--- config.mk ---
export PLATFORM = sky130hd
export DESIGN_NAME = flt2int_core
export DESIGN_NICKNAME = d
export VERILOG_FILES = /design/src/rtl/flt2int_core.sv
export SDC_FILE = /design/constraint.sdc
export NUM_CORES = 1
export LEC_CHECK = 0
export CAP_MARGIN = 20
export CORE_AREA = 2 2 72 81
export CTS_CLUSTER_DIAMETER = 120
export DETAILED_ROUTE_END_ITERATION = 6
export DIE_AREA = 0 0 74 83
export MAX_ROUTING_LAYER = met4
export PLACE_DENSITY = 0.85
export SETUP_SLACK_MARGIN = 0.05
export SLEW_MARGIN = 30
export SYNTH_ARGS = -nofsm -noshare
export SYNTH_HDL_FRONTEND = slang
export SYNTH_SLANG_ARGS = --single-unit
--- constraint.sdc ---
create_clock -name clk -period 2.79 [get_ports clk]
set_input_delay 0.4185 -clock clk [delete_from_list [all_inputs] [get_ports clk]]
set_output_delay 0.4185 -clock clk [all_outputs]
set_load 0.01 [all_outputs]
--- src/rtl/flt2int_core.sv ---
// Iterative 16-bit float to 16-bit sign-magnitude integer converter.
// One shift bit per clock, round-to-nearest-even, saturating on overflow.
module flt2int_core #(
    parameter int unsigned BIAS    = 15,
    parameter logic [14:0] SAT_MAG = 15'h7FFF
) (
    input  logic        clk,
    input  logic        reset,
    input  logic        start,
    input  logic [15:0] flt_in,
    output logic [15:0] int_out,
    output logic        done,
    output logic        busy,
    output logic        ovf
);

    localparam logic [4:0] INT_EXP = 5'(BIAS + 10);
    localparam logic [4:0] MAX_EXP = 5'(BIAS + 14);

    typedef enum logic [2:0] {
        S_IDLE,
        S_LOAD,
        S_SHIFT,
        S_ROUND,
        S_DONE
    } state_t;

    state_t      state_q, state_d;
    logic        sign_q, sign_d;
    logic [4:0]  exp_q, exp_d;
    logic [14:0] sig_q, sig_d;
    logic        guard_q, guard_d;
    logic        sticky_q, sticky_d;
    logic        left_q, left_d;
    logic        sat_q, sat_d;
    logic        zero_q, zero_d;
    logic [3:0]  cnt_q, cnt_d;
    logic [15:0] int_out_q, int_out_d;
    logic        ovf_q, ovf_d;

    logic [4:0]  dn_n;
    logic        rnd_up;
    logic [14:0] mag;

    always_ff @(posedge clk or posedge reset) begin
        if (reset) begin
            state_q   <= S_IDLE;
            sign_q    <= 1'b0;
            exp_q     <= '0;
            sig_q     <= '0;
            guard_q   <= 1'b0;
            sticky_q  <= 1'b0;
            left_q    <= 1'b0;
            sat_q     <= 1'b0;
            zero_q    <= 1'b0;
            cnt_q     <= '0;
            int_out_q <= '0;
            ovf_q     <= 1'b0;
        end else begin
            state_q   <= state_d;
            sign_q    <= sign_d;
            exp_q     <= exp_d;
            sig_q     <= sig_d;
            guard_q   <= guard_d;
            sticky_q  <= sticky_d;
            left_q    <= left_d;
            sat_q     <= sat_d;
            zero_q    <= zero_d;
            cnt_q     <= cnt_d;
            int_out_q <= int_out_d;
            ovf_q     <= ovf_d;
        end
    end

    always_comb begin
        state_d   = state_q;
        sign_d    = sign_q;
        exp_d     = exp_q;
        sig_d     = sig_q;
        guard_d   = guard_q;
        sticky_d  = sticky_q;
        left_d    = left_q;
        sat_d     = sat_q;
        zero_d    = zero_q;
        cnt_d     = cnt_q;
        int_out_d = int_out_q;
        ovf_d     = ovf_q;
        dn_n      = INT_EXP - exp_q;
        rnd_up    = 1'b0;
        mag       = sig_q;

        unique case (state_q)
            S_IDLE: begin
                if (start) begin
                    state_d  = S_LOAD;
                    sign_d   = flt_in[15];
                    exp_d    = flt_in[14:10];
                    sig_d    = {4'b0000, 1'b1, flt_in[9:0]};
                    guard_d  = 1'b0;
                    sticky_d = 1'b0;
                    ovf_d    = 1'b0;
                    sat_d    = 1'b0;
                    zero_d   = 1'b0;
                    left_d   = 1'b0;
                end
            end
            S_LOAD: begin
                cnt_d   = '0;
                state_d = S_ROUND;
                if (exp_q == 5'd0) begin
                    zero_d = 1'b1;
                end else if (exp_q > MAX_EXP) begin
                    sat_d = 1'b1;
                end else if (exp_q > INT_EXP) begin
                    left_d  = 1'b1;
                    cnt_d   = 4'(exp_q - INT_EXP);
                    state_d = S_SHIFT;
                end else if (exp_q < INT_EXP) begin
                    // Beyond 12 right shifts every significand bit is already in sticky.
                    left_d  = 1'b0;
                    cnt_d   = (dn_n > 5'd12) ? 4'd12 : 4'(dn_n);
                    state_d = S_SHIFT;
                end
            end
            S_SHIFT: begin
                if (left_q) begin
                    sig_d = {sig_q[13:0], 1'b0};
                end else begin
                    sticky_d = sticky_q | guard_q;
                    guard_d  = sig_q[0];
                    sig_d    = {1'b0, sig_q[14:1]};
                end
                cnt_d = cnt_q - 4'd1;
                if (cnt_q == 4'd1) begin
                    state_d = S_ROUND;
                end
            end
            S_ROUND: begin
                rnd_up = guard_q & (sticky_q | sig_q[0]);
                mag    = sig_q + {14'b0, rnd_up};
                if (sat_q) begin
                    mag   = SAT_MAG;
                    ovf_d = 1'b1;
                end else if (zero_q) begin
                    mag = '0;
                end
                int_out_d = {sign_q, mag};
                state_d   = S_DONE;
            end
            S_DONE: begin
                state_d = S_IDLE;
            end
            default: begin
                state_d = S_IDLE;
            end
        endcase
    end

    assign int_out = int_out_q;
    assign ovf     = ovf_q;
    assign done    = (state_q == S_DONE);
    assign busy    = (state_q != S_IDLE);

endmodule

### Word level (Yosys, flattened, before mapping)

Cells that the tools add are included.

| operators by class | value |
|---|---|
| add/sub/neg operators | 4 |
| magnitude comparators | 4 |
| equal/unequal tests | 14 |
| multiplexer cells | 35 |
| bitwise operators | 3 |
| reductions and logical operators | 15 |

Operators with widths:

| operator | number |
|---|---|
| 2-to-1 mux 15 bit | 4 |
| case mux 15 bit (2 select lines) | 1 |
| 2-to-1 mux 4 bit | 5 |
| != test 2 bit (second input constant) | 8 |
| adder 15 x 1 -> 15 bit | 1 |
| 2-to-1 mux 1 bit | 15 |
| case mux 1 bit (2 select lines) | 6 |
| case mux 3 bit (4 select lines) | 1 |
| > comparator 5 bit (second input constant) | 2 |
| AND reduction 3 bit | 3 |
| case mux 4 bit (2 select lines) | 1 |
| nonzero test 2 bit | 4 |
| == test 3 x 2 -> 1 bit (second input constant) | 2 |
| 2-to-1 mux 3 bit | 2 |
| AND reduction 2 bit | 3 |
| > comparator 5 x 4 -> 1 bit (second input constant) | 1 |
| zero test 5 bit | 1 |
| < comparator 5 bit (second input constant) | 1 |
| AND reduction 5 bit | 1 |
| subtractor 5 bit (first input constant) | 1 |
| == test 4 x 1 -> 1 bit (second input constant) | 1 |
| AND reduction 4 bit | 1 |
| subtractor 4 x 1 -> 4 bit (second input constant) | 1 |
| subtractor 4 bit (second input constant) | 1 |
| 7 further kinds | 8 |

| storage, ports and cells | value |
|---|---|
| flip-flop bits (word level) | 50 |
| input bits | 19 |
| output and inout port bits | 19 |
| logic and storage cells | 87 |

### Logic depth before layout (Yosys ltp)

| depth | value |
|---|---|
| word-level depth | 8 |
| gate-level depth with buffers | 8 |
| gate-level depth less buffers | 8 |

### Least setup slack after synthesis

Ideal clock, no wire load.

| path | value |
|---|---|
| kind | reg2reg |
| start | reg sig_q[0] |
| end | reg int_out_q[14], in the netlist int_out[14] |
| library setup time | 0.126 ns |
| arrival | 1.829 ns |
| required time | 2.664 ns |
| setup slack | 0.835 ns |
| stages on the path, launching flop included | 9 |
| path buffers | 0 |
| clock period less this slack | 1.955 ns |
| path through | dfrtp_1 -> o21a_1 -> ha_1 -> ha_1 -> nand2_1 -> nor4_2 -> nand3_1 -> xnor2_1 -> a221o_1 |

| between the ends | value |
|---|---|
| cells in the longest elaborated chain, start to end | 5 |

RTL lines:

| what | line | RTL |
|---|---|---|
| start, declared | 31 | `logic [14:0] sig_q, sig_d;` |
| start signal, assigned | 63 | `sig_q <= sig_d;` |
| OR 1 bit | 139 | `rnd_up = guard_q & (sticky_q \| sig_q[0]);` |
| bitwise AND 1 bit | 139 |  |
| adder 15 x 1 -> 15 bit (*) | 140 | `mag = sig_q + {14'b0, rnd_up};` |
| 2-to-1 mux 15 bit (*) | 144 | `end else if (zero_q) begin` |
| 2-to-1 mux 15 bit (*) | 141 | `if (sat_q) begin` |
| end signal, assigned | 70 | `int_out_q <= int_out_d;` |
| end, declared | 38 | `logic [15:0] int_out_q, int_out_d;` |

Every way passes the cells marked *; elsewhere a longest branch is shown, timed or not.
A chain may end at the register's enable or synchronous reset.

### Worst setup path in the final report

Same ends and word-level chain as after synthesis.

==> impl_metrics.yaml <==
setup_path:
  crit_required_ns: 2.99
  worst-setup-path-type: "reg2reg"
  crit_path_max_fanout: 5
  critPathBufInv: 0
  slowest_stage: "dfrtp_1"
  end_kind: "register"
  cpMostUsedCell: "ha_1"
  path_delay_family: "simple AND/OR/NAND/NOR gates"
  slowest_delay_ns: 0.43
  crit_path_cell_trace: "o21a_1 > ha_1 > ha_1 > nand2_1 > nor4_2 > nand3_1 > xnor2_1 > a221o_1"
  startpoint_type: "register"
  r2r_start: "sig_q[0]"
  reg2reg_to: "int_out[14]"
  ff2ff_setup_slack_ns: 0.66
  r2r_cells: 8
  arrival_ns: 2.34
floorplan:
  num_rows: 28
  die_x_um: 74
  ios: 38
  dieArea_um2: 6140
  initial_core_util_pct: 54.3
  core_um2: 5290
  die_h_um: 83
sta:
  relSlewSlack_pct: 43.0
  max_freq_mhz: 469
  setup_viol: 0
  rsz0062_at_grt: "false"
  worstMarginPinSlew_ns: 0.854
  fin_crit_ns: 2.13
  fin_crit_sh_pct: 76.5
  timing.final.hold_violations: 0
  tns_ns: 0
  skew_ns: 0.00808
  finalMaxSlewViolations: 0
pwr:
  p_per_area_nw_per_um2: 1110
  irDropWorstVdd_uv: 606
  leakagePower_nw: 1.44
yosys:
  ys_ff_latch: 50
  postSynthCellCount: 314
  synth_cell_type_count: 50
  synth.cell_area_um2: 2870
  yosysSeqAreaShare_pct: 43.6
  syn_avg_cell_area_um2: 9.14
  synth_edf_count: 0
  ys.flop_type: "dfrtp_1"
  syn_nets: 343
  ys_async_sr_fraction_pct: 100
  yosysWarnings: 0
placed_design:
  placed_area_um2: 3280
  io_buffers: 37
  dp_hpwl_um: 4510
  gp_congestion: 0.911
global_route:
  grt_pass1_wl_um: 10800
  grtUsageMet3_pct: 3.40
  top_usage_layer: "met2"
  grtUsageMet1_pct: 26.4
  overflow: 0
  grt_pass1_vias: 2386
  gr-usage-all-layers_pct: 22.7
  grtUsageMet2_pct: 39.9
  antenna_found_initial: 0
  grt_max_degree: 25
route:
  drt-initial-drc-count: 200
  dr_total_vias: 2380
  antenna_left: 0
  via_per_inst: 5.68
  wl_um: 6250
  first_pass_iters: 4
  post-route-drc-count: 0
  detail_route.wl_per_cell_um: 14.9
status:
  outcome: "complete, no violations"
cts:
  htree_levels: 2
  clock_path_buffers: 2
  hold_buffers: 0
  cts_buffers: 5
  tritoncts: "yes"
  cts_setup_buffers: 0
  cts_resized: 0
  cts.sinks: 50
  clkLatencyLatePin_ns: 0.31
  clk_pin_slew_ns: 0.10
  clock-root-buffer: "clkbuf_8"
cells_and_area:
  final_common_cell: "dfrtp_1"
  fin_area_um2: 3390
  drive_gt1_share_pct: 6.69
  final_cell_mix: "dfrtp_1 (50), nand2_1 (49), clkdlybuf4s50_1 (37)"
  area_growth_pct: 18.2
  fin_nets: 372
  num_antenna_cells: 0
run:
  maxCapViolations: 0
min_path:
  hp-class: "in2async"
## cell type report
type	instances	area, um2
clock buffer	5	68.8
clock inverter	3	43.8
fill	441	1900
inverter	12	45.0
multi-input combinational	233	1490
sequential	50	1250
tap	75	93.8
timing repair buffer	41	400
## Yosys cell counts (all sizes together) (2+ instances only)
library cell | n | share of area [%]
xor2 | 9 | 2.7
nand2 | 50 | 6.6
inv | 11 | 1.4
dfrtp | 50 | 44
o22ai | 2 | 0.44
clkbuf | 9 | 1.2
xnor2 | 6 | 1.8
nand2b | 6 | 1.3
a21oi | 17 | 3.0
buf | 10 | 1.7
o21ai | 15 | 2.6
ha | 10 | 4.4
a21boi | 2 | 0.52
nor4 | 2 | 0.87
or2 | 2 | 0.52
nor3b | 2 | 0.52
o21bai | 2 | 0.52
nor2 | 17 | 2.5
o21a | 2 | 0.52
nor3 | 7 | 1.4
a31oi | 14 | 3.1
mux2i | 5 | 1.7
o22a | 5 | 1.5
and2 | 11 | 2.4
and3 | 2 | 0.44
a221o | 7 | 2.4
a211oi | 8 | 2.1
nand3 | 14 | 2.8
## report_power, final
part           switching, W  internal [W]
logic              0.000920      0.000859
clock network      0.000251      0.000269
registers          0.000437       0.00102
## state kept, by name, summed over array words and instances, names as in the netlist
register / count
cnt_q: 4
sig_q: 15
left_q: 1
exp_q: 5
zero_q: 1
int_out: 16
sat_q: 1
guard_q: 1
ovf: 1
sticky_q: 1
sign_q: 1
state_q: 3
## stage by stage
stage | util, % | power (W) | setup slack, ns | cells | hold WS (ns)
after floorplan | - | 0.00266 | 0.835 | 314 | 0.439
final | 64.1 | 0.00376 | 0.657 | 419 | 0.359
after CTS | 64.1 | 0.00377 | 0.659 | 419 | 0.366
after global routing | 64.1 | 0.00408 | 0.506 | 419 | 0.389
after global placement | 62.0 | 0.00317 | 0.763 | 411 | 0.458
after detailed placement | 62.0 | 0.00325 | 0.669 | 411 | 0.453
## kinds of logic (layout without fill, tap and decap cells)
logic type      after synthesis  after routing  share of synthesized area, %
fa+ha+maj                    10             10                          4.36
simple gates                117            117                          20.9
xor+xnor                     15             15                          4.58
buf+inv                      31             61                          4.49
flops                        50             50                          43.6
mux                           5              5                          1.74
compound gates               86             86                          20.4
## per-layer routing
layer	share of wire (%)	vias to the layer above
li1	-	1168
met1	43	1157
met2	53	42
met3	2.4	13
met4	1.7	0
met5	0	-
## worst max-delay path by stage
stage / startpoint / end / cells after the start
finish: sig_q[0] / int_out[14] / 8
global route: sig_q[0] / int_out[14] / 8
CTS: sig_q[0] / int_out[14] / 8
detailed placement: sig_q[0] / int_out[14] / 8
global placement: sig_q[0] / int_out[14] / 8
floorplan: sig_q[0] / int_out[14] / 8
Note: power is estimated with default switching activity, not from simulation.
